===== src/rtl/conv_seq_pkg.sv =====
// Shared state codes and sizing helper for the conversion sequencer.
package conv_seq_pkg;

  localparam int unsigned StateW = 3;

  typedef enum logic [StateW-1:0] {
    StIdle   = 3'd0,
    StChoose = 3'd1,
    StRun    = 3'd2,
    StDone   = 3'd3,
    StError  = 3'd4
  } conv_state_e;

  // Width of a stage pointer; never zero so a single-stage chain still has a port.
  function automatic int unsigned ptr_width(input int unsigned num_stages);
    return (num_stages > 1) ? $clog2(num_stages) : 1;
  endfunction

endpackage


===== src/rtl/next_stage_finder.sv =====
// Masked priority encoder: lowest enabled stage above ptr_i, or the lowest
// enabled stage overall when from_start_i is set.
module next_stage_finder
  import conv_seq_pkg::*;
#(
  parameter int unsigned NumStages = 4,
  parameter int unsigned PtrW      = ptr_width(NumStages)
) (
  input  logic [NumStages-1:0] mask_i,
  input  logic [PtrW-1:0]      ptr_i,
  input  logic                 from_start_i,
  output logic [PtrW-1:0]      nxt_idx_o,
  output logic                 nxt_valid_o
);

  always_comb begin
    nxt_idx_o   = '0;
    nxt_valid_o = 1'b0;
    // Scan downwards so the lowest qualifying bit is the last one written.
    for (int i = NumStages - 1; i >= 0; i--) begin
      if (mask_i[i] && (from_start_i || (i > int'(ptr_i)))) begin
        nxt_idx_o   = PtrW'(i);
        nxt_valid_o = 1'b1;
      end
    end
  end

endmodule


===== src/rtl/conversion_sequencer.sv =====
// Restartable per-element stage sequencer with run-time stage skipping.
// Optional per-stage watchdog enabled by defining CONV_SEQ_STAGE_TIMEOUT_EN.
module conversion_sequencer
  import conv_seq_pkg::*;
#(
  parameter int unsigned NUM_STAGES = 4,
  parameter int unsigned CNT_W      = 8,
  parameter int unsigned TMO_W      = 16
) (
  input  logic                  clk,
  input  logic                  program_reset,
  input  logic                  start_process,
  input  logic [CNT_W-1:0]      num_elements,
  input  logic [NUM_STAGES-1:0] stage_mask,
  input  logic                  data_reset_done,
  input  logic                  element_chosen,
  input  logic [NUM_STAGES-1:0] stage_done,
  output logic                  go_reset_data,
  output logic                  go_choose_element,
  output logic [NUM_STAGES-1:0] stage_go,
  output logic [CNT_W-1:0]      elem_index,
  output logic                  end_process,
  output logic                  busy,
  output logic                  error,
  output logic [StateW-1:0]     current_state
);

  localparam int unsigned PtrW = ptr_width(NUM_STAGES);

  conv_state_e           state_q, state_d;
  logic [CNT_W-1:0]      cnt_q, cnt_d;
  logic [NUM_STAGES-1:0] mask_q, mask_d;
  logic [CNT_W-1:0]      idx_q, idx_d;
  logic [PtrW-1:0]       ptr_q, ptr_d;
  logic [PtrW-1:0]       nxt_idx;
  logic                  nxt_valid;

`ifdef CONV_SEQ_STAGE_TIMEOUT_EN
  logic [TMO_W-1:0] wdog_q, wdog_d, wdog_inc;
  assign wdog_inc = wdog_q + TMO_W'(1);
`else
  logic [TMO_W-1:0] unused_tmo;
  assign unused_tmo = '0;
`endif

  // Outside RUN the finder yields the first enabled stage; inside, nxt(ptr).
  next_stage_finder #(
    .NumStages (NUM_STAGES),
    .PtrW      (PtrW)
  ) u_finder (
    .mask_i       (mask_q),
    .ptr_i        (ptr_q),
    .from_start_i (state_q != StRun),
    .nxt_idx_o    (nxt_idx),
    .nxt_valid_o  (nxt_valid)
  );

  always_ff @(posedge clk) begin
    if (program_reset) begin
      state_q <= StIdle;
      cnt_q   <= '0;
      mask_q  <= '0;
      idx_q   <= '0;
      ptr_q   <= '0;
`ifdef CONV_SEQ_STAGE_TIMEOUT_EN
      wdog_q  <= '0;
`endif
    end else begin
      state_q <= state_d;
      cnt_q   <= cnt_d;
      mask_q  <= mask_d;
      idx_q   <= idx_d;
      ptr_q   <= ptr_d;
`ifdef CONV_SEQ_STAGE_TIMEOUT_EN
      wdog_q  <= wdog_d;
`endif
    end
  end

  always_comb begin
    state_d = state_q;
    cnt_d   = cnt_q;
    mask_d  = mask_q;
    idx_d   = idx_q;
    ptr_d   = ptr_q;
`ifdef CONV_SEQ_STAGE_TIMEOUT_EN
    wdog_d  = wdog_q;
`endif
    unique case (state_q)
      StIdle: begin
        if (data_reset_done && start_process) begin
          cnt_d   = num_elements;
          mask_d  = stage_mask;
          idx_d   = '0;
          state_d = (num_elements == '0) ? StDone : StChoose;
        end
      end
      StChoose: begin
        if (idx_q == cnt_q) begin
          state_d = StDone;
        end else if (element_chosen) begin
          if (nxt_valid) begin
            ptr_d   = nxt_idx;
            state_d = StRun;
`ifdef CONV_SEQ_STAGE_TIMEOUT_EN
            wdog_d  = '0;
`endif
          end else begin
            idx_d = idx_q + CNT_W'(1);
          end
        end
      end
      StRun: begin
        if (stage_done[ptr_q]) begin
          if (nxt_valid) begin
            ptr_d  = nxt_idx;
`ifdef CONV_SEQ_STAGE_TIMEOUT_EN
            wdog_d = '0;
`endif
          end else begin
            idx_d   = idx_q + CNT_W'(1);
            state_d = StChoose;
          end
        end else begin
`ifdef CONV_SEQ_STAGE_TIMEOUT_EN
          wdog_d = wdog_inc;
          if (&wdog_inc) state_d = StError;
`endif
        end
      end
      StDone: begin
        if (!start_process) state_d = StIdle;
      end
      StError: begin
        state_d = StError;
      end
      default: state_d = StIdle;
    endcase
  end

  always_comb begin
    go_reset_data     = (state_q == StIdle);
    go_choose_element = (state_q == StChoose);
    stage_go          = (state_q == StRun) ? (NUM_STAGES'(1) << ptr_q) : '0;
    elem_index        = idx_q;
    end_process       = (state_q == StDone);
    busy              = (state_q == StChoose) || (state_q == StRun);
    current_state     = state_q;
`ifdef CONV_SEQ_STAGE_TIMEOUT_EN
    error             = (state_q == StError);
`else
    error             = 1'b0;
`endif
  end

endmodule


===== config.mk =====
export PLATFORM = sky130hd
export DESIGN_NAME = conversion_sequencer
export DESIGN_NICKNAME = d
export VERILOG_FILES = /design/src/rtl/conv_seq_pkg.sv /design/src/rtl/next_stage_finder.sv /design/src/rtl/conversion_sequencer.sv
export SDC_FILE = /design/constraint.sdc
export NUM_CORES = 1
export LEC_CHECK = 0
export CAP_MARGIN = 20
export CORE_MARGIN = 4
export CORE_UTILIZATION = 29
export CTS_CLUSTER_DIAMETER = 200
export DETAILED_ROUTE_END_ITERATION = 6
export GPL_TIMING_DRIVEN = 0
export HOLD_SLACK_MARGIN = 0.06
export PLACE_DENSITY_LB_ADDON = 0.3
export RECOVER_POWER = 25
export SLEW_MARGIN = 5
export SYNTH_ARGS = -nofsm -noshare
export SYNTH_HDL_FRONTEND = slang
export SYNTH_SLANG_ARGS = --single-unit

===== constraint.sdc =====
create_clock -name clk -period 2.8 [get_ports clk]
set_input_delay 0.56 -clock clk [delete_from_list [all_inputs] [get_ports clk]]
set_output_delay 0.56 -clock clk [all_outputs]
set_load 0.05 [all_outputs]

-- After elaboration in Yosys (flattened, before gate mapping)
Cells that the tools add are included.
- add/sub/neg operators: 1
- $lt $le $gt $ge: 4
- equality and inequality tests: 14
- shift-type cells: 1
- muxes and demuxes: 31
- reduce and logical (&&, ||, !) cells: 17
- operators by type and width (operator ; number):
    8-bit two-way mux ; 5
    8-bit case mux with 3 select lines ; 1
    3-bit two-way mux ; 7
    2-bit two-way mux ; 9
    3-bit case mux with 5 select lines ; 1
    2-bit inequality test (second input constant) ; 5
    8-bit by 1-bit adder with 8-bit output (second input constant) ; 1
    8-bit equality test ; 1
    8-bit logical NOT ; 1
    3-bit by 2-bit equality test with 1-bit output (second input constant) ; 2
    3-bit by 2-bit inequality test with 1-bit output (second input constant) ; 2
    6-bit AND reduction ; 1
    1-bit logical AND ; 5
    1-bit two-way mux ; 5
    5-bit AND reduction ; 1
    2-bit > comparator (first input constant) ; 2
    1-bit logical OR ; 4
    4-bit two-way mux ; 1
    2-bit case mux with 2 select lines ; 1
    4-bit AND reduction ; 1
    1-bit by 2-bit left shift with 4-bit output (first input constant) ; 1
    3-bit by 1-bit equality test with 1-bit output (second input constant) ; 1
    3-bit equality test (second input constant) ; 1
    3-bit logical NOT ; 1
    8 further kinds ; 8
- flip-flop bits (word level): 25
- input bits: 21
- output and inout port bits: 20

-- Depth between registers and ports, before layout
- depth in word-level cells: 11
- depth in mapped cells: 9

-- Hierarchy
From an unflattened synthesis, not the netlist that was laid out.
- cells, all modules: 188
- area, all modules: 1438.9 um^2
- by module, submodules not included (module ; times used ; cells each ; area an instance (um^2)):
    conversion_sequencer ; 1 ; 172 ; 1345.0
    next_stage_finder ; 1 ; 16 ; 93.8

-- Worst setup path before layout
Ideal clock, no wire load.
- path kind: reg-to-output
- start point: register state_q[0] (netlist: current_state[0])
- end point: output busy
- arrival: 3092 ps
- data required time: 2240 ps
- setup slack: -852 ps
- cell stages (with the launch flop): 5
- buffers on the path: 1
- path through: dfxtp_1 > clkbuf_1 > nor3b_1 > nor2_1 > inv_1
- cells in the longest elaborated chain, start to end: 2
- ends and longest elaborated chain (item ; line ; text):
    start: declaration ; conversion_sequencer.sv:30 ; conv_state_e state_q, state_d;
    start signal: assignment ; conversion_sequencer.sv:60 ; state_q <= StIdle;
    start signal: assignment ; conversion_sequencer.sv:69 ; state_q <= state_d;
    3-bit by 1-bit equality test with 1-bit output ; -- ;
    via go_choose_element ; conversion_sequencer.sv:19 ; output logic go_choose_element,
    1-bit logical OR ; conversion_sequencer.sv:147 ; busy = (state_q == StChoose) || (state_q == StRun);
    end: declaration ; conversion_sequencer.sv:23 ; output logic busy,
The timed path passes the listed nets, and every way through them passes these cells.

-- Final worst setup path
- start point: register state_q[0] (netlist: current_state[0])
- end point: output go_reset_data
- cells in the longest elaborated chain, start to end: 1
- ends and longest elaborated chain (item ; line ; text):
    3-bit logical NOT ; conversion_sequencer.sv:142 ; go_reset_data = (state_q == StIdle);
    end: declaration ; conversion_sequencer.sv:18 ; output logic go_reset_data,
No other way between the ends.

==> flow_summary.yaml <==
yosys:
  synth_common_cells: "nand2_1, dfxtp_1, a21oi_1"
  yosysSeqAreaShare: 0.343
  synth_top_area_frac: 0.343
  ys_ff_latch: 25
  synth.most_common_cell: "nand2_1"
  synth_area_um2: 1460
  yosysWarnings: 0
  yosysUniqueCellTypes: 45
  async_reset_ff_frac: 0
  synth_nets: 210
  synth_largest_area_cell: "dfxtp_1"
  syn_inst: 188
  ys.flop_type: "dfxtp_1"
  netlist_top_cells_area: "dfxtp_1, nand2_1, a21oi_1"
  synth-edff-count: 0
  avgSynthCellArea_um2: 7.76
global_route:
  gr-total-overflow: 0
  track_usage: 0.124
  antenna_found_initial: 0
  grt_pass1_wl_um: 6370
  grt_max_degree: 15
  grt_pass1_vias: 1393
sta:
  clock.fmax_mhz: 374
  fin_skew_ns: 0.00156
  fin_setup_tns_ns: 0
  finalSetupViolations: 0
  layout_min_cycle_time_ns: 2.68
  relSlewSlack: 0.523
  rsz0062_at_grt: "yes"
  setup_slack_ns: 0.124
  worst_pin_slew_ns: 0.712
  hold_ws_ns: 0.472
  slew_violations: 0
  period_share: 0.956
  hold_viol: 0
setup_path:
  endpoint_kind: "primary output"
  worst-r2r-cell-count: 9
  worst-path-buf-inv: 2
  required_ns: 2.24
  cp_max_fo: 10
  critPathLaunchType: "flip-flop"
  crit_slowest_cell: "clkdlybuf4s50_1"
  crit_cells: 3
  cp_top_family: "buffers and inverters"
  crit_arrival_ns: 2.12
  crit_chain: "clkbuf_1, nor3_1, clkdlybuf4s50_1"
  slowest_delay_ns: 0.88
  critical_path_class: "reg -> out"
cts:
  root_buffer: "clkbuf_8"
  cts_tree: "yes"
  clockBufferDepth: 2
  post_cts_buffers: 0
  clk_pin_slew_ns: 0.09
  htreeDepth: 1
  cts_sinks: 25
  worstSkewPairLatency_ns: 0.27
  numCtsBuffers: 3
final_layout:
  final_nets: 253
  fillers: 516
  final_cells: 297
  area_delta_synth_final_pct: 37.5
  diodes: 0
  drive_above_1_share: 0.0826
  post-route-cell-area_um2: 2010
  fin_util: 0.419
route:
  avgRoutedWirePerCell_um: 12.6
  num_vias: 1483
  drc: 0
  vias_per_cell: 4.99
  first_iter_violations: 94
  drt_pass1_iterations: 4
  drt_wl_total_um: 3740
  drtAntennaViolNets: 0
floorplanning:
  num_io_pins: 41
  die_h_um: 78.9
  die-area_um2: 6230
  core_area_um2: 4790
  row_count: 25
  initial_core_util: 0.305
  fp.dieW_um: 78.9
placed_design:
  dp_hpwl_um: 2860
  place_congestion: 0.750
  io_buffer_count: 38
  placed_cell_area_um2: 1940
  dp.cells: 293
  pre_cts_slack_ns: -0.0658
pwr:
  total_power_mw: 1.34
  ir_drop_mv: 0.358
  p_leak_nw: 0.816
  power_density_nw_per_um2: 670
hold_path:
  hp-class: "reg -> reg"
  hold_depth: 2
run_status:
  status: "completed"
flow_run:
  cap_violations: 0
==> routing by layer <==
metal  up-vias  share of wire  track usage
met5         -              0            0
met4         0          0.012       0.0361
met3         4          0.037       0.0147
met2        30           0.46        0.211
met1       683           0.49        0.166
li1        766              -            -
==> area by class of cell <==
| cell class | count | area, µm² | share of cell area |
|---|---|---|---|
| multi-input cells | 143 | 896 | 0.447 |
| flip-flops and latches | 25 | 508 | 0.253 |
| repair buffers | 38 | 383 | 0.191 |
| well taps | 67 | 83.8 | 0.0418 |
| plain buffers | 14 | 66.3 | 0.0331 |
| clock buffers | 3 | 41.3 | 0.0206 |
| inverters | 6 | 22.5 | 0.0112 |
| clock inverters | 1 | 5.00 | 0.00250 |
==> power by group <==
group	internal (mW)	switching [mW]
clock	0.0996	0.118
sequential	0.392	0.0391
combinational	0.257	0.438
total	0.748	0.595
==> cells in the final DEF, fill, tap and decap left out, drive strengths merged, types with 4 or more instances in the layout <==
cell type      Yosys  layout
nand3              5       5
o21ai              5       5
buf                4       4
and3               6       6
xor2               8       8
o211ai             4       4
nor4               5       5
clkdlybuf4s50      0      31
a21oi             16      16
dfxtp             25      25
nand2b             4       4
dlymetal6s2s       0       4
o31ai              5       5
nor2               9       9
nor3               5       5
clkbuf            10      14
inv                6       6
nand2             36      36
==> sequential cells by signal (all words and copies together), names as in the netlist <==
signal         flops
current_state      3
cnt_q              8
elem_index         8
ptr_q              2
mask_q             4
==> path summary, 6_finish.rpt <==
check / startpoint / end / slack, ns
worst min register to register: cnt_q[3] / cnt_q[3] / 0.47
worst min-delay path: cnt_q[3] / cnt_q[3] / 0.47
worst max register to register: current_state[1] / elem_index[4] / 0.13
worst max-delay path: current_state[0] / go_reset_data / 0.12
==> worst reg2reg max path, stage by stage, from the launching register on <==
cell and delay, ns:
dfxtp_4 0.40, or3b_1 0.34, buf_2 0.19, a2111o_1 0.41, o21ai_2 0.09, o2bb2a_4 0.18, buf_6 0.13, or4_1 0.46
buf_2 0.18, o32ai_1 0.21
==> cell families after synthesis <==
kind of cell | Yosys count | share of synthesized area
AO/OA/AOI/OAI | 52 | 0.250
multiplexers | 4 | 0.0360
flip-flops | 25 | 0.343
buffers and inverters | 20 | 0.0609
XOR/XNOR | 8 | 0.0480
other | 1 | 0.00257
adder cells (fa/ha/maj) | 1 | 0.00857
AND/OR/NAND/NOR | 77 | 0.250
==> repair_timing <==
item	in CTS	in global routing
endpoints found under the hold margin	0	0
gates resized for setup	5	9
setup endpoints to repair	4	11
gates cloned	0	0
hold buffers	0	0
pin swaps	0	1
Power figures use the tool's default switching activity.
==> patch 1, RTL diff (same settings) <==
Add an input register stage for `start_process`, `num_elements`, `stage_mask`, `element_chosen` and `stage_done`; this delays them by one clock.
--- a/src/rtl/conversion_sequencer.sv
+++ b/src/rtl/conversion_sequencer.sv
@@ -28,2 +28,16 @@
   localparam int unsigned PtrW = ptr_width(NUM_STAGES);
+
+  logic start_process_q;
+  logic [CNT_W-1:0] num_elements_q;
+  logic [NUM_STAGES-1:0] stage_mask_q;
+  logic element_chosen_q;
+  logic [NUM_STAGES-1:0] stage_done_q;
+
+  always_ff @(posedge clk) begin
+    start_process_q  <= start_process;
+    num_elements_q   <= num_elements;
+    stage_mask_q     <= stage_mask;
+    element_chosen_q <= element_chosen;
+    stage_done_q     <= stage_done;
+  end
 
@@ -90,7 +104,7 @@
       StIdle: begin
-        if (data_reset_done && start_process) begin
-          cnt_d   = num_elements;
-          mask_d  = stage_mask;
+        if (data_reset_done && start_process_q) begin
+          cnt_d   = num_elements_q;
+          mask_d  = stage_mask_q;
           idx_d   = '0;
-          state_d = (num_elements == '0) ? StDone : StChoose;
+          state_d = (num_elements_q == '0) ? StDone : StChoose;
         end
@@ -100,3 +114,3 @@
           state_d = StDone;
-        end else if (element_chosen) begin
+        end else if (element_chosen_q) begin
           if (nxt_valid) begin
@@ -113,3 +127,3 @@
       StRun: begin
-        if (stage_done[ptr_q]) begin
+        if (stage_done_q[ptr_q]) begin
           if (nxt_valid) begin
@@ -131,3 +145,3 @@
       StDone: begin
-        if (!start_process) state_d = StIdle;
+        if (!start_process_q) state_d = StIdle;
       end
Function: changed (a bounded check fails within 4 cycles, from zero or initial values and one cycle with program_reset high).
==> patch 1 against the original RTL <==
Sequential cell count up 18; wire length up 8.4%; synthesized cell count up 2.1%; synthesized area up 27%; critical path type unchanged; cell area up 24%; combinational power down 13%; worst setup slack better by 85 ps; power up 39%.
==> patch 1: results (changes against the original RTL) <==
The run gives 0.00234 mm² (+21%) as the instance area at placement. Starting DRC count in detailed routing: 83 (-12%). The tools report the capture point of the worst path as go_reset_data. The number of nets produced by synthesis was 214 (+1.9%).

The setup slack of the worst register-to-register path was 510 ps (+380 ps); the CTS buffer count was 5 (+2). The met3 usage in global routing is 0.0329 (+0.0182), and the detailed placement HPWL is 3.07 mm (+7.1%). The yosys synthesis warning count was 0 (unchanged); the slew at the pin closest to its max-slew limit was 513 ps (-200 ps).

By area the synthesized netlist is led by dfxtp_1, mux2i_1, nor2_1, xnor2_1, nand2_1. The logs give 4.05 mm (+8.4%) for the final wirelength and 0.777 (+3.7%) for the final estimated routing congestion in global placement. The met1 routed wirelength after detailed routing was 2.03 mm (+11%). Capture instance of the worst register-to-register path: elem_index[5]. In this run the clock root is driven by a clkbuf_8. H-tree depth: 2 (+1). The logs give 6.79 mm (+6.6%) for the first-pass GRT wire length and 0.464 (+0.121) for the register area share after synthesis. The class of the most critical hold timing path is reg -> reg. The reported leakage power is 0.946 nW (+16%).

The final setup skew is 6.88 ps (+5.32 ps). The met2 layer usage reported by global route was 0.163 (-0.0475). The logs give 0.114 (-0.00989) for the global routing usage summed across all routing layers and 192 (+2.1%) for the number of standard cells after synthesis. The fraction of layout cells with a size suffix above 1 is 0.105 (+0.0224).

The worst hold margin was 464 ps (-7.44 ps). The number of global-route vias before repair came out at 1,345 (-3.4%). The run finished with clean final reports.

The run gives 0.159 (-0.00647) as the global routing met1 resource utilization. The delay of the slowest cell on the worst path came out at 840 ps (-40 ps). Worst IR drop on VDD: 399 µV (+11%).

The final non-filler cell total was 313 (+5.4%). For the worst slack at placement, the log shows 131 ps (+196 ps). The number of library cell types mapped by synthesis was 46 (+2.2%); the number of synthesized register bits was 43 (+72%). After synthesis, the most frequently instantiated cells are dfxtp_1, nor2_1, nand2_1. The run gives 290 ps (+20 ps) as the clock latency on the worst-skew pair. The period utilization was 0.925 (-0.0305).

The number of port buffers works out to 38 (unchanged). The logs give 1.72 mm (-0.17%) for the routed length on met2 and 227 µm (+64%) for the wire length on met3. The logic depth of the worst register-to-register path was 6 (-3); the number of nets in the final layout was 259 (+2.4%). The endpoint of the worst hold-timing path is mask_q[0]. Via count: 1,473 (-0.67%). In this run the most critical hold path is launched from stage_mask_q[0]. Data arrival time of the critical path: 2030 ps (-90 ps).
## patch 1: logic make-up (layout without fill, tap and decap cells)
group | Yosys count | after routing | synth area share
buf+inv | 16 | 62 | 0.0432
mux | 16 | 16 | 0.0938
xor+xnor | 9 | 9 | 0.0425
compound gates | 33 | 33 | 0.145
fa+ha+maj | 1 | 1 | 0.00675
flops | 43 | 43 | 0.464
other cells | 1 | 1 | 0.00202
simple gates | 73 | 73 | 0.202
## patch 1: layout make-up
type | count | area, µm²
fillers | 640 | 3580
flip-flops and latches | 43 | 861
clock inverters | 3 | 67.6
well taps | 75 | 93.8
plain buffers | 10 | 58.8
multi-input cells | 133 | 928
clock buffers | 5 | 68.8
repair buffers | 38 | 377
inverters | 6 | 22.5
## patch 1: report_power, final
part / switching, W / internal, W
Combinational: 0.000373 / 0.000232
Sequential: 0.0000451 / 0.000655
Clock: 0.000212 / 0.000356
Total: 0.000630 / 0.00124
==> patch 2, RTL diff (same flow settings) <==
Without the edit above. Build with the macro `CONV_SEQ_STAGE_TIMEOUT_EN` defined.
--- a/src/rtl/conversion_sequencer.sv
+++ b/src/rtl/conversion_sequencer.sv
@@ -2,2 +2,4 @@
 // Optional per-stage watchdog enabled by defining CONV_SEQ_STAGE_TIMEOUT_EN.
+`define CONV_SEQ_STAGE_TIMEOUT_EN
+
 module conversion_sequencer
Function: no difference found for any inputs over 10 cycles, from zero or initial values and one cycle with program_reset high; that may be too few to reach the edited logic, so the function may still have changed.
==> patch 2 against the original RTL <==
Synthesized area rose by 69%; worst setup slack better by 75 ps; wire length grew 66%; power increased by 54%; count of clock-buffer cells in the layout up 3; cell area increased by 54%; sequential cell count up 16; via count up 53%.
==> patch 2: results (changes against the original RTL) <==
The number of library cell types mapped by synthesis came out at 62 (+38%). The tools report the detailed placement HPWL as 4.79 mm (+67%). The flip-flop and latch area was 821 µm² (+62%); the fraction of layout cells with a size suffix above 1 was 0.0951 (+0.0125).

The critical path's slowest cell is dlygate4sd2_1. The clock-cell share of area came out at 0.0312 (+0.00809). In this run the most critical hold path is launched from wdog_q[15].

For the number of multi-input combinational cells, the log shows 231 (+62%). The non-clock buffer instance count of the final layout is 55 (+5.8%), and the via density per instance is 5.03 (+0.80%). The met2 layer usage reported by global route is 0.213 (+0.00252), and the relative area of non-clock buffer cells in the final design is 0.154 (-0.0697). Compound-gate portion of the synthesized area: 0.145 (-0.105). The setup slack of the worst register-to-register path was 320 ps (+190 ps). The run finished with clean final reports. The final setup skew is 11.8 ps (+10.3 ps), and the synthesis-to-finish area growth is 25.6%. For the worst-case headroom to the max-slew limit, the log shows 0.404 (-0.119). The commonest cells after synthesis are nor2_1, dfxtp_1, nand2_1. The starting DRC count in detailed routing was 87 (-7.4%). Register area share after synthesis: 0.334 (-0.00955). The number of port buffers was 40 (+5.3%); the pin count of the biggest net entering global routing was 14 (-1). The endpoint of the worst hold-timing path is wdog_q[15]. The clock latency on the worst-skew pair was 300 ps (+30 ps); the proportion of synthesized area in mux cells was 0.0702 (+0.0341). The logs give 370 (+46%) for the number of nets in the final layout and 0.128 (+0.00400) for the global routing usage summed across all routing layers. The CTS buffer count is 5 (+2), and the post-CTS clock slew at the launch and capture registers of the worst setup and hold paths is 70 ps (-20 ps).

The routed length on met2 was 3.07 mm (+79%). The sequential-cell power consumption is 0.000684 W (+59%), and the worst slack at placement is -99.7 ps (-34.0 ps). Data arrival time of the critical path: 2040 ps (-80 ps).
-- patch 2: cell count changes after synthesis, moves of 11 or more --
| cell | change |
|---|---|
| dfxtp_1 | +16 |
| nand4_1 | +11 |
| xnor2_1 | +16 |
| nor2_1 | +37 |
| nand2_1 | -14 |
| mux2i_1 | +12 |
-- patch 2: how the worst max path moves through the flow --
| stage | to | slack (ps) | from |
|---|---|---|---|
| global placement | wdog_q[5] | -90 | stage_done[3] |
| global route | busy | 60 | current_state[1] |
| finish | busy | 200 | current_state[1] |
| detailed placement | wdog_q[5] | -100 | stage_done[3] |
| CTS | stage_go[3] | 120 | current_state[1] |
| floorplan | elem_index[5] | -40 | current_state[0] |
-- patch 2: cells by family (layout without fill, tap and decap cells) --
logic type	after synthesis	after routing
AO/OA/AOI/OAI	51	51
flip-flops	41	41
XOR/XNOR	24	24
buffers and inverters	27	75
AND/OR/NAND/NOR	137	137
multiplexers	16	16
adder cells (fa/ha/maj)	3	3
